**src/rtl/fp_retire_stage.sv**
```systemverilog
// Retire stage for FP results: buffers rounded results, NaN-boxes singles,
// accumulates sticky exception flags and raises a trap on enabled exceptions.
module fp_retire_stage #(
  parameter int DEPTH = 2
) (
  input  logic        clk,
  input  logic        rst_n,
  input  logic        in_valid,
  output logic        in_ready,
  input  logic [63:0] in_fp,
  input  logic [4:0]  in_ieee,
  input  logic        in_db,
  output logic        out_valid,
  input  logic        out_ready,
  output logic [63:0] out_fp,
  output logic [4:0]  out_flags,
  output logic        out_db,
  input  logic [4:0]  trap_en,
  input  logic        flags_wr,
  input  logic [4:0]  flags_wdata,
  input  logic        flags_clr,
  output logic [4:0]  sticky_flags,
  output logic        trap,
  output logic [4:0]  trap_cause,
  input  logic        trap_ack
);

  localparam int AW = (DEPTH > 1) ? $clog2(DEPTH) : 1;
  localparam int CW = $clog2(DEPTH) + 1;

  typedef enum logic {ST_RUN = 1'b0, ST_TRAP = 1'b1} state_e;

  state_e          state_q, state_d;
  logic [63:0]     fp_q [DEPTH];
  logic [4:0]      fl_q [DEPTH];
  logic            db_q [DEPTH];
  logic [AW-1:0]   head_q, tail_q;
  logic [CW-1:0]   count_q, count_d;
  logic            alive_q;
  logic [4:0]      sticky_q, sticky_d;
  logic [4:0]      cause_q;
  logic            push, retire, trap_hit;
  logic [63:0]     boxed_fp;

  assign push     = in_valid & in_ready;
  assign retire   = out_valid & out_ready;
  assign trap_hit = retire & (|(out_flags & trap_en));
  assign boxed_fp = in_db ? in_fp : {32'hFFFF_FFFF, in_fp[31:0]};

  // Storage is reset too, so the head outputs read zero while rst_n is low.
  always_ff @(posedge clk or negedge rst_n) begin
    if (!rst_n) begin
      for (int i = 0; i < DEPTH; i++) begin
        fp_q[i] <= '0;
        fl_q[i] <= '0;
        db_q[i] <= 1'b0;
      end
    end else if (push) begin
      fp_q[tail_q] <= boxed_fp;
      fl_q[tail_q] <= in_ieee;
      db_q[tail_q] <= in_db;
    end
  end

  assign out_fp    = fp_q[head_q];
  assign out_flags = fl_q[head_q];
  assign out_db    = db_q[head_q];

  always_comb begin
    count_d = count_q;
    case ({push, retire})
      2'b10:   count_d = count_q + CW'(1);
      2'b01:   count_d = count_q - CW'(1);
      default: count_d = count_q;
    endcase
  end

  always_ff @(posedge clk or negedge rst_n) begin
    if (!rst_n) begin
      head_q  <= '0;
      tail_q  <= '0;
      count_q <= '0;
      alive_q <= 1'b0;
    end else begin
      alive_q <= 1'b1;
      count_q <= count_d;
      if (push)   tail_q <= tail_q + AW'(1);
      if (retire) head_q <= head_q + AW'(1);
    end
  end

  // A retiring result's flags are OR-ed in after any software write or clear.
  always_comb begin
    sticky_d = flags_wr ? flags_wdata : (flags_clr ? 5'd0 : sticky_q);
    if (retire) sticky_d = sticky_d | out_flags;
  end

  always_ff @(posedge clk or negedge rst_n) begin
    if (!rst_n) begin
      sticky_q <= '0;
      cause_q  <= '0;
    end else begin
      sticky_q <= sticky_d;
      if (trap_hit)
        cause_q <= out_flags & trap_en;
      else if (state_q == ST_TRAP && trap_ack)
        cause_q <= '0;
    end
  end

  assign sticky_flags = sticky_q;
  assign trap_cause   = cause_q;

  always_ff @(posedge clk or negedge rst_n) begin
    if (!rst_n) state_q <= ST_RUN;
    else        state_q <= state_d;
  end

  always_comb begin
    state_d = state_q;
    case (state_q)
      ST_RUN:  if (trap_hit) state_d = ST_TRAP;
      ST_TRAP: if (trap_ack) state_d = ST_RUN;
      default: state_d = ST_RUN;
    endcase
  end

  // in_ready stays low until the first edge after reset release.
  always_comb begin
    trap      = (state_q == ST_TRAP);
    in_ready  = (state_q == ST_RUN) && alive_q && (count_q < CW'(DEPTH));
    out_valid = (state_q == ST_RUN) && (count_q != '0);
  end

endmodule

```
**config.mk**
```make
export PLATFORM = sky130hd
export DESIGN_NAME = fp_retire_stage
export DESIGN_NICKNAME = d
export VERILOG_FILES = /design/src/rtl/fp_retire_stage.sv
export SDC_FILE = /design/constraint.sdc
export NUM_CORES = 1
export LEC_CHECK = 0
export ABC_AREA = 1
export CAP_MARGIN = 20
export CORE_UTILIZATION = 45
export DETAILED_ROUTE_END_ITERATION = 10
export PLACE_DENSITY = 0.85
export SYNTH_ARGS = -nofsm -noshare
export SYNTH_HDL_FRONTEND = slang
export SYNTH_SLANG_ARGS = --single-unit
```
**constraint.sdc**
```tcl
create_clock -name clk -period 3.3 [get_ports clk]
set_input_delay 0.825 -clock clk [delete_from_list [all_inputs] [get_ports clk]]
set_output_delay 0.825 -clock clk [all_outputs]
set_load 0.01 [all_outputs]
```
==> results of run 1 <==
[report_power, final]
| group | total (W) | switching (W) | internal [W] | leakage, nW |
|---|---|---|---|---|
| clock network | 0.00205 | 0.000736 | 0.00131 | 0.310 |
| registers | 0.00326 | 0.000436 | 0.00282 | 1.92 |
| logic | 0.00403 | 0.00206 | 0.00197 | 2.43 |
[cell usage after synthesis (2+ instances only)]
library cell / n
inv_2: 3
or2_2: 32
xnor2_1: 2
nand2_1: 368
buf_4: 4
o21ai_1: 55
o21ai_0: 90
inv_1: 77
dfrtp_1: 156
nand3_1: 13
buf_2: 19
buf_6: 10
clkbuf_1: 14
nor2_1: 4
a22oi_1: 5
[registers in the layout (all words and copies together) (netlist names)]
signal	flops
alive_q	1
count_q	2
db_q	2
fl_q	10
fp_q	128
head_q	1
sticky_flags	5
tail_q	1
trap	1
trap_cause	5
[worst paths after layout]
check,to,slack [ns],cells past startpoint
worst min-delay path,fp_q[79]$_DFFE_PN0P_,0.42,1
worst max register to register,count_q[1]$_DFFE_PN0P_,1.38,8
worst max-delay path,out_fp[58],0.43,3
worst min register to register,fp_q[37]$_DFFE_PN0P_,0.48,2
min in group clk,fp_q[37]$_DFFE_PN0P_,0.48,2
max in group asynchronous,fp_q[109]$_DFFE_PN0P_,2.09,2
[cell families after synthesis]
logic type	synth area share, %
xor gates and xnor gates	0.3725
adders and majority gates	0.1773
other	0.05315
DFF	55.33
AOI/OAI and AO/OA	11.15
and+or+nand+nor	24.49
buffers and inverters	8.423
[through the flow]
| stage | total power (W) | instances | area (um^2) |
|---|---|---|---|
| after floorplan | 0.005342 | 864 | 7056 |
| after global placement | 0.007191 | 1206 | 8861 |
| after detailed placement | 0.007325 | 1206 | 8861 |
| after CTS | 0.009404 | 1238 | 9485 |
| after global routing | 0.009984 | 1238 | 9485 |
| final | 0.009336 | 1238 | 9485 |
[layer usage]
metal | up-vias | track usage (%) | routed length (um)
met5 | - | 0 | 0
met1 | 2787 | 27.44 | 7162
met3 | 33 | 3.936 | 838
met4 | 0 | 9.594 | 404
li1 | 2975 | - | -
met2 | 199 | 35.71 | 8116
[area by class of cell]
type	instances	area [um^2]	area share, %
clock buffers	26	519.2	5.474
inverters	81	304.0	3.205
multi-input cells	580	2565	27.04
repair buffers	178	1823	19.22
flip-flops and latches	156	3905	41.17
well taps	211	264.0	2.783
clock inverters	6	105.1	1.108
==> metrics.md, run 1 <==
| Metric | Value |
|---|---|
| Seq cells post-synth | `156` |
| Top delay family on crit path | `buffers and inverters` |
| Slowest Stage Delay on Critical Path | `0.60 ns` |
| Fin. Hold Viols | `0` |
| Critical path class | `register to primary output` |
| Unique cell type count in the Yosys netlist | `27` |
| DRC viols | `0` |
| Clk buf depth | `2` |
| Mapped Area | `0.007056 mm^2` |
| RePlAce Congestion | `0.8513` |
| Max Clock Skew | `0.01083 ns` |
| Cell Chain, Critical Path | `buf_12 > o21ai_0 > clkdlybuf4s50_1` |
| Origin of the worst setup path | `head_q$_DFFE_PN0N_` |
| Mapped Cells | `864` |
| Final HPWL DP | `10,770 um` |
| Max Fclk | `348.2 MHz` |
| Top FF cell, synth | `dfrtp_1` |
| CP Data Arrival Time | `2.05 ns` |
| Layout Utilization | `62.16%` |
| Slew Viols, Final | `0` |
| Grt ovf | `0` |
| Clk sinks | `156` |
| Critical Path Start Type | `register` |
| Initial core utilization | `46.24%` |
| Total GRT Usage | `21.45%` |
| Post-route minimum period | `2.872 ns` |
| Die height | `127.2 um` |
| IO Pins | `170` |
| Share of the synthesized area in the top cell type | `55.33%` |
| Synthesized Nets | `952` |
| Fin crit share | `87.03%` |
| Final setup violation count | `0` |
| Wire per inst | `13.34 um` |
| Lkg Pwr | `4.662 nW` |
| Post-synth top area cell | `dfrtp_1` |
| Hold_buf cts | `0` |
| Initial antenna violation count | `0` |
| Layout cells sized above 1 | `7.887%` |
| Clock latency on the worst-skew pair | `0.42 ns` |
| Area contributors post-synth | `dfrtp_1 55%, nand2_1 20%, o21ai_0 6.4%, inv_1 4.1%, o21ai_1 3.9%` |
| CTS tree | `built` |
| R2R Path Start | `count_q[1]$_DFFE_PN0P_` |
| Die Footprint | `0.01618 mm^2` |
| Crit path buffers/inverters | `2` |
| Area Growth Syn to Fin | `34.44%` |
| Fillers | `1,262` |
| Placement Rows | `45` |
| Sequential-to-total area share from yosys stat | `55.33%` |
| Fraction of registers with async set/reset | `100.0%` |
| Status | `complete, no violations` |
| Vias | `5,994` |
| EDFF count, synth | `0` |
| Synth Warn # | `0` |
| Final #Nets | `1,102` |
| Syn Area/Cell | `8.166 um^2` |
| Post-Place Worst Slack | `0.7692 ns` |
| DR iter-0 viols | `454` |
| Hold WC Path Type | `input port to async pin` |
| Final wirelength | `16,520 um` |
| Number of global-route vias before repair | `5,740` |
| Buffers on Ports | `169` |
| Root Driver | `clkbuf_16` |
| Die W | `127.2 um` |
| Final WS setup | `0.4280 ns` |
| Setup TNS | `0 ns` |
| Smallest hold slack | `0.4189 ns` |
| Commonest non-fill, non-tap cell in the layout | `nand2_1` |
| MaxCap Viol Count | `0` |
| Post-CTS Resized | `0` |
| Post-route ant nets | `0` |
| First-pass GRT wire length | `27,280 um` |
| Diode count | `0` |
| Reg clk slew, reported paths | `0.06 ns` |
| Slew headroom | `35.44%` |
| Slowest cell on crit path | `clkdlybuf4s50_1` |
| Largest net degree at the start of global routing | `103` |
| Core Area | `0.01526 mm^2` |
| PwrDens | `984.2 mW/mm^2` |
| Commonest non-fill, non-tap cells in the layout | `368 x nand2_1, 168 x clkdlybuf4s50_1, 155 x dfrtp_1, 90 x o21ai_0, 77 x inv_1` |
| Setup Buffers After CTS | `0` |
| Unrepaired setup endpoints after global routing | `no` |
| CP Capture Type | `primary output` |
| CTS H-Tree Depth | `4` |
| Worst path required time | `2.47 ns` |
| VDD IR max | `0.0004805 V` |
| Vias per cell | `4.842` |
| Measured slew at the worst slew-check pin | `0.9673 ns` |
| CP Max Fanout | `102` |
| CTS Buf Count | `17` |
| DRT Pass-1 Iters | `5` |
(Power assumes the default switching activity.)
==> run 2, diff against run 1 <==
CTS_CLUSTER_DIAMETER = 30   (was not set)
CTS_CLUSTER_SIZE = 16   (was not set)
clock period = 3.7 ns   (was 3.3 ns; I/O delays follow)
==> run 2 against run 1 <==
Compared with the run above: power decreased by 12%; clock skew shrank 0.0016 ns; count of clock-buffer cells in the layout is 4 lower; first-iteration DRC count down 4.8%; worst hold slack better by 0.046 ns; non-clock buffer count did not move; sequential power decreased by 9.2%; routed wire length grew 2.8%; largest cell class unchanged.
==> metrics.md, run 2 (synthesis results as in run 1) <==
| Metric | Value |
|---|---|
| CP Data Arrival Time | `2.25 ns` |
| Reg clk slew, reported paths | `0.06 ns` |
| Slowest Stage Delay on Critical Path | `0.60 ns` |
| R2R depth | `6` |
| Setup Buffers After CTS | `0` |
| Hold WC Path Type | `input port to async pin` |
| Layout Utilization | `61.54%` |
| Clk buf depth | `2` |
| Final wirelength | `16,990 um` |
| Diode count | `0` |
| CTS Buf Count | `17` |
| Biggest regs | `fp_q x128, fl_q x10` |
| Die height | `127.2 um` |
| Post-CTS Resized | `0` |
| Wire per inst | `13.74 um` |
| Slowest cell on crit path | `clkdlybuf4s50_1` |
| Max Fclk | `315.2 MHz` |
| Lkg Pwr | `4.616 nW` |
| Initial core utilization | `46.24%` |
| Clk sinks | `156` |
| Vias | `6,072` |
| DRC viols | `0` |
| Hold_buf cts | `0` |
| Final setup violation count | `0` |
| Core Area | `0.01526 mm^2` |
| Most flops, register | `fp_q` |
| Unrepaired setup endpoints after global routing | `no` |
| Largest net degree at the start of global routing | `67` |
| Max Clock Skew | `0.009220 ns` |
| FF-to-FF End | `fl_q[2]$_DFFE_PN0P_` |
| Area Growth Syn to Fin | `33.09%` |
| Die Footprint | `0.01618 mm^2` |
| Critical path class | `register to primary output` |
| Final HPWL DP | `11,270 um` |
| Root Driver | `clkbuf_16` |
| Vias per cell | `4.913` |
| Number of global-route vias before repair | `5,945` |
| Fin. Hold Viols | `0` |
| Smallest hold slack | `0.4652 ns` |
| RePlAce Congestion | `0.7982` |
| Pwr Total | `0.008189 W` |
| First-pass GRT wire length | `27,960 um` |
| Setup TNS | `0 ns` |
| Buffers on Ports | `169` |
| CP Capture Type | `primary output` |
| Slew Viols, Final | `0` |
| Total GRT Usage | `21.97%` |
| Max FFs per register | `128` |
| VDD IR max | `0.0004407 V` |
| Grt ovf | `0` |
| FF-to-FF setup slack | `1.60 ns` |
| Commonest non-fill, non-tap cells in the layout | `368 x nand2_1, 168 x clkdlybuf4s50_1, 155 x dfrtp_1, 90 x o21ai_0, 77 x inv_1` |
| Commonest non-fill, non-tap cell in the layout | `nand2_1` |
| Fillers | `1,277` |
| Initial antenna violation count | `0` |
| Die W | `127.2 um` |
| CP Max Fanout | `48` |
| Clock latency on the worst-skew pair | `0.42 ns` |
| Post-route ant nets | `0` |
| Final #Nets | `1,102` |
| Measured slew at the worst slew-check pin | `0.8908 ns` |
| PwrDens | `872.1 mW/mm^2` |
| Worst path required time | `2.77 ns` |
| CTS H-Tree Depth | `4` |
| Layout cells sized above 1 | `7.805%` |
| CTS tree | `built` |
| Post-route minimum period | `3.173 ns` |
| Status | `complete, no violations` |
| R2R Path Start | `trap$_DFF_PN0_` |
| IO Pins | `170` |
| Cell Chain, Critical Path | `buf_4 > nand2_1 > o21ai_0 > clkdlybuf4s50_1` |
| Fin crit share | `85.76%` |
| MaxCap Viol Count | `0` |
| Critical Path Start Type | `register` |
| DR iter-0 viols | `432` |
| DRT Pass-1 Iters | `5` |
| Placement Rows | `45` |
| Slew headroom | `40.55%` |
[run 2: area by class of cell]
type / count / area [um^2] / area share, %
tap: 211 / 264.0 / 2.811
multi-input combinational: 580 / 2565 / 27.32
timing repair buffer: 178 / 1785 / 19.01
clock buffer: 22 / 474.2 / 5.050
clock inverter: 8 / 92.59 / 0.9860
sequential: 156 / 3905 / 41.59
inverter: 81 / 304.0 / 3.238
[run 2: worst max-delay path by stage]
| stage | start | endpoint | slack, ns |
|---|---|---|---|
| 6_report | head_q$_DFFE_PN0N_ | out_fp[61] | 0.53 |
| 5_1_grt | head_q$_DFFE_PN0N_ | out_fp[61] | 0.33 |
| 4_1_cts | head_q$_DFFE_PN0N_ | out_fp[61] | 0.53 |
| 3_5_place_dp | in_valid | fl_q[2]$_DFFE_PN0P_ | 0.81 |
| 3_3_place_gp | in_valid | fl_q[2]$_DFFE_PN0P_ | 0.87 |
| 2_1_floorplan | out_ready | count_q[1]$_DFFE_PN0P_ | 1.68 |
[run 2: metal layers]
layer	global-route usage (%)	vias up	share of wire, %
met5	0	-	0
met4	10.22	0	2.4
met3	3.978	31	4.7
met2	36.52	190	49
met1	28.02	2886	44
li1	-	2965	-
[run 2: power by group]
part           internal (W)  switching [W]  total (W)
logic               0.00173        0.00181    0.00354
clock network       0.00103       0.000659    0.00169
registers           0.00252       0.000439    0.00296
[run 2: through the flow]
| step | setup WS [ns] | instance area (um^2) | cells |
|---|---|---|---|
| 2_1_floorplan | 1.676 | 7056 | 864 |
| 3_3_place_gp | 0.8732 | 8823 | 1206 |
| 3_5_place_dp | 0.8113 | 8823 | 1206 |
| 4_1_cts | 0.5260 | 9390 | 1236 |
| 5_1_grt | 0.3266 | 9390 | 1236 |
| 6_report | 0.5270 | 9390 | 1236 |
[run 2: worst max-delay path, delay by kind of cell, from the launching register on]
kind | cells | cell delay, ns
and+or+nand+nor | 1 | 0.10
AOI/OAI and AO/OA | 1 | 0.15
DFF | 1 | 0.55
buffers and inverters | 2 | 1.04
==> run 3, diff against run 2 <==
clock period = 3.25 ns   (was 3.7 ns; I/O delays follow)
==> run 3 against run 2 <==
Compared with the run above: critical path depth down 1; clock power grew 24%; sequential share of layout area down 0.43 points; largest cell class unchanged.
==> metrics.md, run 3 (synthesis results as in run 1) <==
| Metric | Value |
|---|---|
| Status | `complete, no violations` |
| Die height | `127.2 um` |
| CP Data Arrival Time | `2.09 ns` |
| Final setup violation count | `0` |
| RePlAce Congestion | `0.8339` |
| Post-route minimum period | `2.903 ns` |
| Cell Chain, Critical Path | `buf_12 > o21ai_0 > clkdlybuf4s50_1` |
| Max Clock Skew | `0.009291 ns` |
| Grt ovf | `0` |
| VDD IR max | `0.0005576 V` |
| Dpl cells | `1,205` |
| Crit path buffers/inverters | `2` |
| Vias | `5,978` |
| Max Fclk | `344.5 MHz` |
| Core Area | `0.01526 mm^2` |
| Biggest regs | `fp_q x128, fl_q x10` |
| Initial antenna violation count | `0` |
| Top delay family on crit path | `buffers and inverters` |
| Root Driver | `clkbuf_16` |
| Vias per cell | `4.833` |
| Die Footprint | `0.01618 mm^2` |
| Diode count | `0` |
| Fin. Hold Viols | `0` |
| IO Pins | `170` |
| Fillers | `1,255` |
| Slew headroom | `42.09%` |
| Clk buf depth | `2` |
| Largest net degree at the start of global routing | `103` |
| Setup Buffers After CTS | `0` |
| Lkg Pwr | `4.648 nW` |
| Final wirelength | `16,130 um` |
| Fin crit share | `89.32%` |
| Layout cells sized above 1 | `7.992%` |
| Slowest Stage Delay on Critical Path | `0.60 ns` |
| Area after DPL | `0.008853 mm^2` |
| Most flops, register | `fp_q` |
| DR iter-0 viols | `414` |
| Post-Layout Cell Count | `1,237` |
| Number of global-route vias before repair | `5,645` |
| Commonest non-fill, non-tap cells in the layout | `368 x nand2_1, 168 x clkdlybuf4s50_1, 155 x dfrtp_1, 90 x o21ai_0, 77 x inv_1` |
| Total GRT Usage | `20.70%` |
| Measured slew at the worst slew-check pin | `0.8677 ns` |
| Clock latency on the worst-skew pair | `0.42 ns` |
| MaxCap Viol Count | `0` |
| Reg clk slew, reported paths | `0.06 ns` |
| Hold_buf cts | `0` |
| Slew Viols, Final | `0` |
| Clk sinks | `156` |
| Final Cell Area | `0.009489 mm^2` |
| PwrDens | `1000 mW/mm^2` |
| Pwr Total | `0.009491 W` |
| First-pass GRT wire length | `26,500 um` |
| Post-CTS Resized | `0` |
| Wire per inst | `13.04 um` |
| Critical path class | `register to primary output` |
| Unrepaired setup endpoints after global routing | `no` |
| CTS H-Tree Depth | `4` |
| Setup TNS | `0 ns` |
| DRC viols | `0` |
| Post-route ant nets | `0` |
| Placement Rows | `45` |
| CTS tree | `built` |
| Final #Nets | `1,101` |
| Final HPWL DP | `10,400 um` |
| DRT Pass-1 Iters | `5` |
| Worst path required time | `2.44 ns` |
| Max FFs per register | `128` |
| Initial core utilization | `46.24%` |
| Area Growth Syn to Fin | `34.49%` |
| Die W | `127.2 um` |
| Slowest cell on crit path | `clkdlybuf4s50_1` |
| CTS Buf Count | `17` |
| CP Capture Type | `primary output` |
| Commonest non-fill, non-tap cell in the layout | `nand2_1` |
| Critical Path Start Type | `register` |
| Hold WC Path Type | `input port to async pin` |
| Buffers on Ports | `169` |
| CP Max Fanout | `102` |
[run 3: metrics by stage]
stage	worst slack, ns	hold slack [ns]	util (%)
3_5_place_dp	0.7047	0.4651	58.02
2_1_floorplan	1.338	0.4487	-
6_report	0.3471	0.2754	62.19
4_1_cts	0.3789	0.2761	62.19
5_1_grt	0.3071	0.2857	62.19
3_3_place_gp	0.7861	0.4611	58.02
[run 3: area by class of cell]
type / instances / area, um^2 / area share [%]
clock buffer: 21 / 470.5 / 4.958
clock inverter: 11 / 165.2 / 1.741
inverter: 81 / 304.0 / 3.204
multi-input combinational: 580 / 2565 / 27.03
sequential: 156 / 3905 / 41.15
tap: 211 / 264.0 / 2.782
timing repair buffer: 177 / 1815 / 19.13
[run 3: report_power, final]
| part | total (W) | switching, W | internal, W |
|---|---|---|---|
| Sequential | 0.00331 | 0.000445 | 0.00287 |
| Combinational | 0.00408 | 0.00208 | 0.00200 |
| Clock | 0.00210 | 0.000759 | 0.00134 |
[run 3: final timing paths]
check | startpoint | slack [ns] | end | cells past startpoint
worst max-delay path | head_q$_DFFE_PN0N_ | 0.35 | out_fp[58] | 3
worst min-delay path | rst_n | 0.28 | fp_q[15]$_DFFE_PN0P_ | 1
worst max register to register | count_q[1]$_DFFE_PN0P_ | 1.33 | count_q[1]$_DFFE_PN0P_ | 8
worst min register to register | fp_q[61]$_DFFE_PN0P_ | 0.48 | fp_q[61]$_DFFE_PN0P_ | 2
max in group asynchronous | rst_n | 2.16 | head_q$_DFFE_PN0N_ | 2
min in group clk | fp_q[61]$_DFFE_PN0P_ | 0.48 | fp_q[61]$_DFFE_PN0P_ | 2
[run 3: per-layer routing]
layer	track usage (%)	vias up	part of all wire [%]
met4	7.633	0	1.9
met2	34.71	169	49
met1	26.72	2818	44
met5	0	-	0
li1	-	2966	-
met3	4.062	25	4.5
